**config.mk**
```make
export PLATFORM = sky130hd
export DESIGN_NAME = ser2par_collector
export DESIGN_NICKNAME = d
export VERILOG_FILES = /design/src/rtl/ser2par_collector.sv
export SDC_FILE = /design/constraint.sdc
export NUM_CORES = 1
export LEC_CHECK = 0
export ABC_CLOCK_PERIOD_IN_PS = 2940
export BUFFER_PORTS_ARGS = -buffer_cell sky130_fd_sc_hd__buf_2
export CAP_MARGIN = 40
export CORE_MARGIN = 3
export CORE_UTILIZATION = 60
export CTS_CLUSTER_DIAMETER = 200
export DETAILED_ROUTE_END_ITERATION = 7
export GPL_ROUTABILITY_DRIVEN = 0
export PLACE_DENSITY = 0.87
export SKIP_CTS_REPAIR_TIMING = 1
export SYNTH_ARGS = -nofsm -noshare
export SYNTH_HDL_FRONTEND = slang
export SYNTH_SLANG_ARGS = --single-unit
```
**constraint.sdc**
```tcl
create_clock -name clk -period 2.94 [get_ports clk]
set_clock_uncertainty 0.05 [all_clocks]
set_input_delay 0.588 -clock clk [delete_from_list [all_inputs] [get_ports clk]]
set_output_delay 0.588 -clock clk [all_outputs]
set_load 0.02 [all_outputs]
```
**src/rtl/ser2par_collector.sv**
```systemverilog
// Serial-to-parallel word collector with a DEPTH-entry output FIFO and sticky error flags.
// Define SER2PAR_PARITY_EN to expect an even-parity bit after each WIDTH data bits.
module ser2par_collector #(
   parameter int WIDTH = 8,
   parameter int DEPTH = 4
) (
   input  logic                     clk,
   input  logic                     rst,
   input  logic                     din_vld,
   input  logic                     din,
   input  logic                     sof,
   output logic [WIDTH-1:0]         dout,
   output logic                     dout_vld,
   input  logic                     dout_rdy,
   output logic [$clog2(DEPTH):0]   level,
   output logic                     ovf,
   output logic                     par_err,
   input  logic                     clr_err
);

`ifdef SER2PAR_PARITY_EN
   localparam int N = WIDTH + 1;
`else
   localparam int N = WIDTH;
`endif
   localparam int CW = $clog2(N + 1);
   localparam int AW = $clog2(DEPTH);

   logic [CW-1:0]    r_cnt;
   logic [WIDTH-1:0] r_shift;
   logic [CW-1:0]    w_idx;
   logic [WIDTH-1:0] w_shift_nxt;
   logic             w_push;

   // sof restarts the word: the qualifying bit is always bit 0.
   always_comb begin
      w_idx       = sof ? '0 : r_cnt;
      w_shift_nxt = sof ? '0 : r_shift;
      for (int i = 0; i < WIDTH; i++) begin
         if (w_idx == CW'(i)) w_shift_nxt[i] = din;
      end
      w_push = din_vld && (w_idx == CW'(N - 1));
   end

   always_ff @(posedge clk or negedge rst) begin
      if (!rst) begin
         r_cnt   <= '0;
         r_shift <= '0;
      end else if (din_vld) begin
         r_cnt   <= w_push ? '0 : w_idx + 1'b1;
         r_shift <= w_push ? '0 : w_shift_nxt;
      end
   end

   // Output handshake: a word transfers on any edge where dout_vld && dout_rdy;
   // dout_vld only drops after the transfer that empties the FIFO.
   logic [WIDTH-1:0] r_mem [DEPTH];
   logic [AW-1:0]    r_wp, r_rp;
   logic [AW:0]      r_level;
   logic             r_ovf;
   logic             w_pop, w_full, w_wr, w_ovf_set;
   logic [AW-1:0]    w_rp_prev;

   assign w_pop     = (r_level != '0) && dout_rdy;
   assign w_full    = (r_level == (AW+1)'(DEPTH));
   assign w_wr      = w_push && (!w_full || w_pop);
   assign w_ovf_set = w_push && w_full && !w_pop;
   assign w_rp_prev = r_rp - 1'b1;

   always_ff @(posedge clk or negedge rst) begin
      if (!rst) begin
         for (int i = 0; i < DEPTH; i++) r_mem[i] <= '0;
         r_wp    <= '0;
         r_rp    <= '0;
         r_level <= '0;
         r_ovf   <= 1'b0;
      end else begin
         if (w_wr) begin
            r_mem[r_wp] <= w_shift_nxt;
            r_wp        <= r_wp + 1'b1;
         end
         if (w_pop) r_rp <= r_rp + 1'b1;
         if (w_wr && !w_pop)      r_level <= r_level + 1'b1;
         else if (!w_wr && w_pop) r_level <= r_level - 1'b1;
         r_ovf <= w_ovf_set | (r_ovf & ~clr_err);
      end
   end

   // When empty, the slot just behind the read pointer is the last word popped (0 after reset).
   assign dout     = (r_level == '0) ? r_mem[w_rp_prev] : r_mem[r_rp];
   assign dout_vld = (r_level != '0);
   assign level    = r_level;
   assign ovf      = r_ovf;

`ifdef SER2PAR_PARITY_EN
   logic r_par_err;
   logic w_par_set;

   // On the parity bit r_shift still holds all data bits.
   assign w_par_set = w_push && ((^r_shift) ^ din);

   always_ff @(posedge clk or negedge rst) begin
      if (!rst) r_par_err <= 1'b0;
      else      r_par_err <= w_par_set | (r_par_err & ~clr_err);
   end
   assign par_err = r_par_err;
`else
   assign par_err = 1'b0;
`endif

endmodule
```
# Word level (Yosys, flattened, before mapping)
# Cells that the tools add are included.
[classes]
reduce_logical = 16
n_bitwise = 6
n_mux = 24
n_lt_le_gt_ge = 4
n_eq_ne = 8
shifts = 0
add_sub_neg = 6
div_mod_pow = 0
multipliers = 0
[ops]
columns = ["cell", "count"]
rows = [
  ["8-bit two-way mux", 8],
  ["8-bit binary-select mux with 2-bit select", 2],
  ["32-bit bitwise mux", 1],
  ["8-bit demux with 2-bit select", 1],
  ["4-bit by 3-bit == test with 1-bit output (second input constant)", 4],
  ["3-bit >= comparator (second input constant)", 3],
  ["2-bit NOT with 3-bit output", 3],
  ["4-bit by 2-bit == test with 1-bit output (second input constant)", 2],
  ["1-bit logical AND", 8],
  ["1-bit two-way mux", 8],
  ["4-bit two-way mux", 2],
  ["3-bit two-way mux", 2],
  ["2-bit by 1-bit adder with 2-bit output (second input constant)", 2],
  ["4-bit by 1-bit adder with 4-bit output (second input constant)", 1],
  ["4-bit by 1-bit == test with 1-bit output (second input constant)", 1],
  ["4-bit zero test", 1],
  ["3-bit by 1-bit adder with 3-bit output (second input constant)", 1],
  ["3-bit == test (second input constant)", 1],
  ["1-bit zero test", 3],
  ["3-bit zero test", 1],
  ["3-bit by 1-bit < comparator with 1-bit output (second input constant)", 1],
  ["3-bit nonzero test", 1],
  ["3-bit by 1-bit subtractor with 3-bit output (second input constant)", 1],
  ["2-bit nonzero test", 1],
  ["other kinds (5)", 5],
]
[totals]
ram_bits = 0
latchBits = 0
mem_count = 0
output_inout_bits = 14
romBits = 0
regBits = 52

# Logic depth before layout (Yosys ltp)
# Gate-level depths: netlist of run 1.
[depth]
depth_word = 8
depth_mapped = 12
depth_no_buf = 10

# Worst setup path after synthesis of run 1
# OpenSTA, ideal clock, no wires.
[synth_timing]
path_type = "input-to-reg"
start = "in sof"
end = "reg r_level[2], in the netlist level[2]"
t_arrival_ps = 2845
setup_ps = 80
required_time_ps = 2810
path_stages = 12
setup_slack_ps = -34
path_buffers = 2
cell_sequence = "clkbuf_1 nor2b_1 ha_1 and2_1 clkbuf_1 and3_4 ha_1 inv_1 fa_1 xor2_1 nor2_1 xor2_1"
[synth_via]
elab_chain_cells = 7
word_cells_on_any_way = 9
classes_between = "eq/ne (1); mux (2); reduce/logical (6)"
[synth_rtl]
columns = ["element", "line", "source"]
rows = [
  ["from (decl)", "11", "input logic sof,"],
  ["4-bit two-way mux (*)", "37", "w_idx = sof ? '0 : r_cnt;"],
  ["4-bit by 3-bit == test with 1-bit output (*)", "42", "w_push = din_vld && (w_idx == CW'(N - 1));"],
  ["1-bit logical AND (*)", "42", ""],
  ["1-bit logical AND (*)", "66", "assign w_wr = w_push && (!w_full || w_pop);"],
  ["via w_wr", "61", "logic w_pop, w_full, w_wr, w_ovf_set;"],
  ["1-bit zero test", "84", "else if (!w_wr && w_pop) r_level <= r_level - 1'b1;"],
  ["1-bit logical AND", "84", ""],
  ["2-bit nonzero test (no line)", "n/a", ""],
  ["to (signal assigned)", "83", "if (w_wr && !w_pop) r_level <= r_level + 1'b1;"],
  ["to (signal assigned)", "84", ""],
  ["to (decl)", "59", "logic [AW:0] r_level;"],
]
# Mark *: on every way through the listed nets, which the timed path passes. The rest lies on a longest branch.
# A chain may end at the register's enable or synchronous reset.

# Worst setup path after layout of run 1
[layout_timing]
start = "reg r_level[0], in the netlist level[0]"
end = "reg r_level[2], in the netlist level[2]"
[layout_via]
elab_chain_cells = 7
word_cells_on_any_way = 15
classes_between = "add/sub (2); eq/ne (1); mux (2); reduce/logical (10)"
[layout_rtl]
columns = ["element"]
rows = [
  ["branches (longest 7 deep; another with 3-bit by 1-bit subtractor with 3-bit output)"],
]
# Parallel ways; which one is timed is not known. The select of a mux whose other input is x is not followed.

==> out/qor.yml, run 1 <==
run_status:
  result_of_the_run: "finished clean"
pwr:
  vdd_drop_max_uv: 299.6
  leakage_power_uw: 0.001668
  pd_cells_nw_per_um2: 574.3
floorplan:
  io_pins: 21
  floorplan.initialDensity_pct: 64.43
  die_width_um: 75.78
  floorplan.die_area_um2: 5743
  die-height_um: 75.78
  std_cell_rows: 24
  placeableCoreArea_um2: 4534
layout:
  final_net_count: 284
  syn2layout_area_growth_pct: 10.75
  drive_above_1_share_pct: 32.46
  antennaDiodeCount: 0
  final_util_pct: 71.36
synthesis:
  synth.yosys.warnings: 0
  cell_area_synth_um2: 2922
  synth.top_cells.by_area: "sky130_fd_sc_hd__dfrtp_1 45%, sky130_fd_sc_hd__mux4_2 12%, sky130_fd_sc_hd__mux2_2 8.9%"
  synth-async-reset-ratio_pct: 100.0
  ys.flop_type: "sky130_fd_sc_hd__dfrtp_1"
  synth.yosys.seq_area_share_pct: 44.54
  synth_edf_count: 0
  syn_inst: 240
  number_of_library_cell_types_mapped_by_synthesis: 39
  yosys_register_bits: 52
  post-synth-top-area-cell: "sky130_fd_sc_hd__dfrtp_1"
  synthesis.nets: 257
  synth_largest_type_area_fraction_pct: 44.54
  syn_avg_cell_area_um2: 12.17
timing:
  finalSetupViolCount: 0
  final_report_max_slew_violation_count: 0
  slew-limit-headroom_pct: 54.00
  tightestPinTransition_ns: 0.6878
  finalCriticalPeriod_ns: 2.509
  hold_violations: 0
  grt_setup_unrepaired: "no"
  fin_crit_sh_pct: 85.34
  postLayoutSetupSlackWorst_ns: 0.4309
  fin_tns_setup_ns: 0
  fmaxAchievable_mhz: 398.6
  whs_ns: 0.08926
detailed_routing:
  drt_first_iter_violations: 86
  viasPerCell: 5.763
  detail_route.drc_violations: 0
  first_pass_iters: 4
  route.vias.total: 1919
  route.antenna.remaining_nets: 0
  wirelength_mm: 5.360
  wire_per_inst_um: 16.10
critical_path:
  path_max_fanout: 11
  worst_setup_path_end_kind: "register"
  critPathKind: "reg2reg"
  crit_path_start_kind: "register"
  required_ns: 3.08
  timing.critical_path.arrival_ns: 2.65
place:
  port_buffers: 19
  dp_hpwl_mm: 3.797
  dpl_worst_slack_ns: 0.2583
clock_network:
  cts.sink_count: 52
  clock_tree.buffer_depth: 2
  cts_root_buffer: "sky130_fd_sc_hd__clkbuf_8"
  tritoncts: "done"
  clock_tree.htree_level_count: 2
  clk_transition_reported_paths_ns: 0.11
  worst_skew_pair.late_latency_ns: 0.31
  cts_buffers: 5
job:
  timing.max_cap.violations: 0
global_route:
  globalRouteTotalUtil_pct: 21.65
  grt_max_degree: 29
  antenna_found_initial: 0
  grt_pass1_wl_mm: 9.121
  grt-ovfl-total: 0
  grt_pass1_vias: 1883
hold_path:
  hold_path_class: "in2async"
==> per-layer routing <==
layer,global-route usage [%],share of wire (%)
met5,0,0
met4,7.379,1.8
met3,5.013,3.9
met2,34.41,48
met1,29.42,47
==> critical path: stages, from the launching register on <==
cell,delay (ns)
sky130_fd_sc_hd__dfrtp_1,0.46
sky130_fd_sc_hd__nor3_2,0.21
sky130_fd_sc_hd__buf_4,0.21
sky130_fd_sc_hd__inv_1,0.21
sky130_fd_sc_hd__nand2_1,0.19
sky130_fd_sc_hd__ha_1,0.21
sky130_fd_sc_hd__inv_1,0.06
sky130_fd_sc_hd__fa_1,0.38
sky130_fd_sc_hd__xor2_1,0.20
sky130_fd_sc_hd__nor2_1,0.07
sky130_fd_sc_hd__xor2_1,0.13
==> report_power, final <==
group | switching, uW | internal, uW | total [uW]
clock | 242 | 191 | 433
sequential | 55.8 | 770 | 826
combinational | 345 | 255 | 600
==> kinds of logic after synthesis <==
| kind of cell | share of synthesized area (%) |
|---|---|
| other | 0.1284 |
| AND/OR/NAND/NOR | 11.09 |
| AO/OA/AOI/OAI | 6.124 |
| XOR/XNOR | 1.799 |
| adder cells (fa/ha/maj) | 4.540 |
| buffers and inverters | 5.439 |
| flip-flops | 44.54 |
| multiplexers | 26.34 |
==> Yosys cell counts, types with 2 or more instances <==
master / count
sky130_fd_sc_hd__inv_1: 26
sky130_fd_sc_hd__nor2_1: 2
sky130_fd_sc_hd__nand2_1: 30
sky130_fd_sc_hd__o32ai_1: 7
sky130_fd_sc_hd__xor2_1: 2
sky130_fd_sc_hd__mux2_2: 23
sky130_fd_sc_hd__and2_1: 2
sky130_fd_sc_hd__ha_1: 9
sky130_fd_sc_hd__dfrtp_1: 52
sky130_fd_sc_hd__mux2i_1: 15
sky130_fd_sc_hd__nand4_2: 4
sky130_fd_sc_hd__clkbuf_1: 3
sky130_fd_sc_hd__buf_2: 7
sky130_fd_sc_hd__xnor2_1: 4
sky130_fd_sc_hd__o21ai_0: 4
sky130_fd_sc_hd__nor3b_1: 4
sky130_fd_sc_hd__nor2b_1: 2
sky130_fd_sc_hd__nand3b_1: 3
sky130_fd_sc_hd__mux4_2: 16
sky130_fd_sc_hd__a22o_1: 6
==> layout by cell type, fill, tap and decap left out, types with 3 or more instances in the layout <==
cell type / synthesis / routed
sky130_fd_sc_hd__nor3b_1: 4 / 4
sky130_fd_sc_hd__dfrtp_1: 52 / 52
sky130_fd_sc_hd__ha_1: 9 / 9
sky130_fd_sc_hd__xnor2_1: 4 / 4
sky130_fd_sc_hd__buf_4: 1 / 13
sky130_fd_sc_hd__o32ai_1: 7 / 7
sky130_fd_sc_hd__nand2_1: 30 / 30
sky130_fd_sc_hd__o21ai_0: 4 / 4
sky130_fd_sc_hd__nand3b_1: 3 / 3
sky130_fd_sc_hd__buf_2: 7 / 19
sky130_fd_sc_hd__mux2i_1: 15 / 15
sky130_fd_sc_hd__mux2_2: 23 / 23
sky130_fd_sc_hd__nand4_2: 4 / 4
sky130_fd_sc_hd__mux4_2: 16 / 16
sky130_fd_sc_hd__a22o_1: 6 / 6
sky130_fd_sc_hd__clkbuf_8: 0 / 6
sky130_fd_sc_hd__inv_1: 26 / 26
==> state kept, by name, indices dropped and copies added, names as in the netlist <==
name / count
r_wp: 2
r_cnt: 4
level: 3
r_shift: 8
r_mem: 32
ovf: 1
r_rp: 2
==> through the flow <==
stage,std cells,total power (uW),area (um^2)
6_report,333,1858,3236
5_1_grt,333,1972,3236
4_1_cts,333,1872,3236
3_5_place_dp,325,1444,3138
3_3_place_gp,325,1426,3138
2_1_floorplan,240,1275,2923
==> worst paths after layout <==
| check | startpoint | endpoint | cells after the start | slack [ns] |
|---|---|---|---|---|
| worst max-delay path | level[0] | level[2] | 10 | 0.43 |
| worst min-delay path | rst | level[0] | 1 | 0.09 |
| worst max register to register | level[0] | level[2] | 10 | 0.43 |
| worst min register to register | r_shift[7] | r_shift[7] | 1 | 0.44 |
| max in group asynchronous | rst | r_mem[29] | 2 | 2.09 |
| min in group clk | clr_err | ovf | 2 | 0.42 |
==> area by class of cell <==
| class | instances | area, um^2 |
|---|---|---|
| tap | 65 | 81.33 |
| multi-input combinational | 149 | 1461 |
| timing repair buffer | 32 | 192.7 |
| clock buffer | 6 | 82.58 |
| inverter | 27 | 101.3 |
| fill | 327 | 1299 |
| clock inverter | 2 | 15.01 |
| sequential | 52 | 1301 |
(Power assumes the default switching activity.)
==> inputs of run 2 (changes only) <==
--- a/config.mk
+++ b/config.mk
@@ -9,11 +9,11 @@
 export BUFFER_PORTS_ARGS = -buffer_cell sky130_fd_sc_hd__buf_2
 export CAP_MARGIN = 40
 export CORE_MARGIN = 3
-export CORE_UTILIZATION = 60
+export CORE_UTILIZATION = 45
 export CTS_CLUSTER_DIAMETER = 200
 export DETAILED_ROUTE_END_ITERATION = 7
 export GPL_ROUTABILITY_DRIVEN = 0
-export PLACE_DENSITY = 0.87
+export PLACE_DENSITY = 0.7
 export SKIP_CTS_REPAIR_TIMING = 1
 export SYNTH_ARGS = -nofsm -noshare
 export SYNTH_HDL_FRONTEND = slang
==> constraint.sdc (replaced) <==
create_clock -name clk -period 2.94 [get_ports clk]
set_clock_uncertainty 0.05 [all_clocks]
set_input_delay 0.588 -clock clk [delete_from_list [all_inputs] [get_ports clk]]
set_output_delay 0.588 -clock clk [all_outputs]
set_load 0.005 [all_outputs]
==> run 2 against run 1 <==
  * Worst setup slack better by 0.11 ns
  * Wire length up 4.9%
  * Die area is 31% higher
  * Non-clock buffer count fell by 1
  * Power decreased by 4.0%
  * Fmax grew 4.6%
  * Hold slack gained 0.024 ns
  * Final area decreased by 0.12%
  * Global-route usage decreased by 4.8 points
  * Combinational power shrank 9.2%
  * Count of clock-buffer cells in the layout is the same
  * Critical path type unchanged
  * Largest cell class unchanged
  * Highest routed layer unchanged
==> out/qor.yml, run 2 (synthesized netlist as in run 1, its figures left out) <==
critical_path:
  worst_setup_path_end_kind: "register"
  path_max_fanout: 4
  timing.critical_path.arrival_ns: 2.59
  flop_to_flop_setup_slack_ns: 0.54
  critPathKind: "reg2reg"
  required_ns: 3.13
  crit_path_start_kind: "register"
global_route:
  antenna_found_initial: 0
  grt-ovfl-total: 0
  globalRouteTotalUtil_pct: 16.81
  grt_pass1_wl_mm: 9.673
  grt_max_degree: 27
  grt_pass1_vias: 1905
run_status:
  result_of_the_run: "finished clean"
pwr:
  vdd_drop_max_uv: 331.9
  total_power_uw: 1784
  pd_cells_nw_per_um2: 552.0
  leakage_power_uw: 0.001660
timing:
  tightestPinTransition_ns: 0.6595
  postLayoutSetupSlackWorst_ns: 0.5422
  slew-limit-headroom_pct: 55.89
  fin_crit_sh_pct: 81.56
  fmaxAchievable_mhz: 417.1
  fin_tns_setup_ns: 0
  whs_ns: 0.1128
  finalSetupViolCount: 0
  final_report_max_slew_violation_count: 0
  grt_setup_unrepaired: "no"
  hold_violations: 0
  finalCriticalPeriod_ns: 2.398
hold_path:
  hold_path_class: "in2async"
place:
  port_buffers: 19
  dpl_worst_slack_ns: 0.2994
  dp_hpwl_mm: 4.013
  dp_cells: 334
detailed_routing:
  detail_route.drc_violations: 0
  route.antenna.remaining_nets: 0
  wire_per_inst_um: 16.44
  first_pass_iters: 4
  wirelength_mm: 5.622
  drt_first_iter_violations: 80
  viasPerCell: 5.482
  route.vias.total: 1875
clock_network:
  worst_skew_pair.late_latency_ns: 0.31
  tritoncts: "done"
  clock_tree.htree_level_count: 2
  cts_buffers: 5
  clock_tree.buffer_depth: 2
  cts.sink_count: 52
  clk_transition_reported_paths_ns: 0.09
  cts_root_buffer: "sky130_fd_sc_hd__clkbuf_8"
floorplan:
  io_pins: 21
  placeableCoreArea_um2: 6096
  die_width_um: 86.58
  floorplan.initialDensity_pct: 47.93
  floorplan.die_area_um2: 7495
  die-height_um: 86.58
  std_cell_rows: 28
job:
  timing.max_cap.violations: 0
layout:
  top_register: "r_mem"
  final_common_cell: "sky130_fd_sc_hd__dfrtp_1"
  finalNonFillerCells: 342
  syn2layout_area_growth_pct: 10.62
  largest_register_ff_count: 32
  fillCellCount: 567
  antennaDiodeCount: 0
  drive_above_1_share_pct: 31.84
  biggest_registers_after_layout: "r_mem x32, r_shift x8, r_cnt x4"
  layout_common_cells: "52 x sky130_fd_sc_hd__dfrtp_1, 30 x sky130_fd_sc_hd__nand2_1, 26 x sky130_fd_sc_hd__inv_1"
  final_net_count: 283
-- run 2: stage by stage --
stage / utilization (%) / area [um^2]
after global placement: 51.56 / 3143
after global routing: 53.02 / 3232
after detailed placement: 51.56 / 3143
final: 53.02 / 3232
after CTS: 53.02 / 3232
after floorplan: - / 2923
-- run 2: layout make-up --
class | count | area [um^2] | share of cell area (%)
clock buffers | 6 | 72.57 | 2.245
flip-flops and latches | 52 | 1301 | 40.26
clock inverters | 2 | 16.27 | 0.5033
repair buffers | 31 | 185.2 | 5.730
well taps | 75 | 93.84 | 2.904
multi-input cells | 149 | 1461 | 45.22
inverters | 27 | 101.3 | 3.136
-- run 2: worst paths after layout --
| path | startpoint | end | cells past startpoint |
|---|---|---|---|
| max reg2reg | r_cnt[0] | level[2] | 10 |
| max in group asynchronous | rst | r_shift[2] | 2 |
| min | rst | ovf | 1 |
| min reg2reg | r_shift[7] | r_shift[7] | 1 |
| max | r_cnt[0] | level[2] | 10 |
| min in group clk | clr_err | ovf | 2 |
-- run 2: worst max-delay path: stages (launching register included) --
cell	delay (ns)
sky130_fd_sc_hd__dfrtp_1	0.41
sky130_fd_sc_hd__nor2b_1	0.27
sky130_fd_sc_hd__ha_1	0.21
sky130_fd_sc_hd__and2_1	0.16
sky130_fd_sc_hd__and3_4	0.21
sky130_fd_sc_hd__ha_1	0.17
sky130_fd_sc_hd__inv_1	0.06
sky130_fd_sc_hd__fa_1	0.37
sky130_fd_sc_hd__xor2_1	0.17
sky130_fd_sc_hd__nor2_1	0.11
sky130_fd_sc_hd__xor2_1	0.15
-- run 2: layer usage --
layer / track usage, % / wire length, um
met2: 27.61 / 2684
met5: 0 / 0
met4: 4.249 / 53
met1: 22.69 / 2733
met3: 3.802 / 151
-- run 2: where the power goes --
group          total, uW  switching [uW]  internal (uW)
logic                545             286            259
clock network        413             243            170
registers            826            55.8            770
total               1780             585           1200
==> inputs of run 3 (changes only) <==
--- a/config.mk
+++ b/config.mk
@@ -5,7 +5,7 @@
 export SDC_FILE = /design/constraint.sdc
 export NUM_CORES = 1
 export LEC_CHECK = 0
-export ABC_CLOCK_PERIOD_IN_PS = 2940
+export ABC_CLOCK_PERIOD_IN_PS = 2300
 export BUFFER_PORTS_ARGS = -buffer_cell sky130_fd_sc_hd__buf_2
 export CAP_MARGIN = 40
 export CORE_MARGIN = 3
==> constraint.sdc (replaced) <==
create_clock -name clk -period 2.3 [get_ports clk]
set_clock_uncertainty 0.05 [all_clocks]
set_input_delay 0.46 -clock clk [delete_from_list [all_inputs] [get_ports clk]]
set_output_delay 0.46 -clock clk [all_outputs]
set_load 0.005 [all_outputs]
==> run 3 against run 2 <==
  * Final area grew 7.0%
  * Cell count grew 5.6%
  * Sequential power grew 23%
  * Global-route usage grew 0.14 points
  * Non-clock buffer count grew 19
  * Fmax grew 8.9%
  * Critical path depth shrank 4
  * Critical path type unchanged
  * Critical endpoint is now level[1]
==> out/qor.yml, run 3 (synthesized netlist as in run 1, its figures left out) <==
detailed_routing:
  first_pass_iters: 4
  wire_per_inst_um: 16.00
  detail_route.drc_violations: 0
  viasPerCell: 5.465
  wirelength_mm: 5.777
  drt_first_iter_violations: 37
  route.antenna.remaining_nets: 0
  route.vias.total: 1973
floorplan:
  floorplan.initialDensity_pct: 47.93
  std_cell_rows: 28
  io_pins: 21
  die_width_um: 86.58
  placeableCoreArea_um2: 6096
  floorplan.die_area_um2: 7495
  die-height_um: 86.58
job:
  timing.max_cap.violations: 0
layout:
  top_register: "r_mem"
  seqCellArea_um2: 1301
  multi_input_area_um2: 1510
  biggest_registers_after_layout: "r_mem x32, r_shift x8, r_cnt x4"
  final_net_count: 302
  syn2layout_area_growth_pct: 18.33
  finalNonFillerCells: 361
  fillCellCount: 534
  antennaDiodeCount: 0
  drive_above_1_share_pct: 38.81
  largest_register_ff_count: 32
  final_common_cell: "sky130_fd_sc_hd__dfrtp_1"
  layout_common_cells: "52 x sky130_fd_sc_hd__dfrtp_1, 30 x sky130_fd_sc_hd__nand2_1, 29 x sky130_fd_sc_hd__buf_4"
clock_network:
  cts.sink_count: 52
  clk_transition_reported_paths_ns: 0.10
  clock_tree.buffer_depth: 2
  cts_root_buffer: "sky130_fd_sc_hd__clkbuf_8"
  worst_skew_pair.late_latency_ns: 0.30
  clock_tree.htree_level_count: 2
  cts_buffers: 5
  tritoncts: "done"
pwr:
  vdd_drop_max_uv: 697.9
  leakage_power_uw: 0.001782
  pd_cells_nw_per_um2: 724.7
place:
  dp_hpwl_mm: 4.115
  dp_cells: 353
  port_buffers: 19
critical_path:
  timing.critical_path.max_delay_family: "simple AND/OR/NAND/NOR gates"
  required_ns: 2.45
  worst_setup_path_end_kind: "register"
  worst_setup_path_startpoint: "level[1]"
  cp_cell_sequence: "or4b_1 -> and3_4 -> ha_4 -> inv_2 -> fa_2 -> mux2_4"
  path_max_fanout: 2
  critPathKind: "reg2reg"
  worst_path_max_delay_cell: "sky130_fd_sc_hd__or4b_1"
  critical_path.max_stage_delay_ns: 0.58
  buffers_inverters_on_critical_path: 1
  crit_path_start_kind: "register"
  timing.critical_path.arrival_ns: 2.35
  timing.rr.start: "level[1]"
global_route:
  grt-ovfl-total: 0
  antenna_found_initial: 0
  grt_pass1_vias: 2018
  globalRouteTotalUtil_pct: 16.95
  grt_pass1_wl_mm: 9.867
  grt_max_degree: 53
timing:
  fmaxAchievable_mhz: 454.1
  hold_violations: 0
  finalCriticalPeriod_ns: 2.202
  final_report_max_slew_violation_count: 0
  fin_crit_sh_pct: 95.76
  finalSetupViolCount: 0
  slew-limit-headroom_pct: 55.28
  fin_tns_setup_ns: 0
  grt_setup_unrepaired: "no"
  tightestPinTransition_ns: 0.6708
run_status:
  result_of_the_run: "finished clean"
hold_path:
  hold_path_class: "in2async"
-- run 3: cell types whose count changed in the layout (fill, tap and decap cells not counted), moves of 2 or more --
| cell | delta |
|---|---|
| sky130_fd_sc_hd__buf_4 | +17 |
| sky130_fd_sc_hd__ha_1 | -2 |
| sky130_fd_sc_hd__ha_4 | +2 |
| sky130_fd_sc_hd__nor2b_1 | -2 |
| sky130_fd_sc_hd__nor2b_4 | +2 |
-- run 3: metrics by stage --
stage	hold slack (ns)	instance area (um^2)	setup slack (ns)	power (uW)	util (%)
detailed placement	0.4222	3334	-0.04763	1879	54.70
CTS	0.2448	3446	0.05319	2522	56.53
finish	0.2138	3457	0.09762	2505	56.71
floorplan	0.1144	3002	-0.1053	1595	-
global route	0.2479	3457	0.02996	2665	56.71
global placement	0.4153	3334	-0.01835	1854	54.70
-- run 3: layout make-up --
class                   instances  share of cell area (%)
multi-input cells             149                   43.68
flip-flops and latches         52                   37.64
repair buffers                 50                   9.808
inverters                      27                   2.932
well taps                      75                   2.714
clock buffers                   6                   2.099
clock inverters                 2                   1.122
-- run 3: per-layer routing --
metal | wire length, um | track usage, % | vias to the layer above
li1 | - | - | 940
met2 | 2835 | 28.37 | 31
met5 | 0 | 0 | -
met4 | 48 | 3.399 | 0
met1 | 2701 | 22.84 | 997
met3 | 191 | 3.707 | 5
-- run 3: worst paths after layout --
kind                       depth (start not counted)  slack, ns    endpoint
max reg2reg                                        6        0.1    level[1]
max in group asynchronous                          2       1.53   r_mem[12]
min                                                2       0.21    level[1]
min in group clk                                   2       0.30         ovf
max                                                6        0.1    level[1]
min reg2reg                                        1       0.45  r_shift[7]
-- run 3: power breakdown --
part / total, uW / internal, uW / switching, uW
sequential: 1020 / 985 / 39.9
clock: 639 / 329 / 309
combinational: 842 / 418 / 424
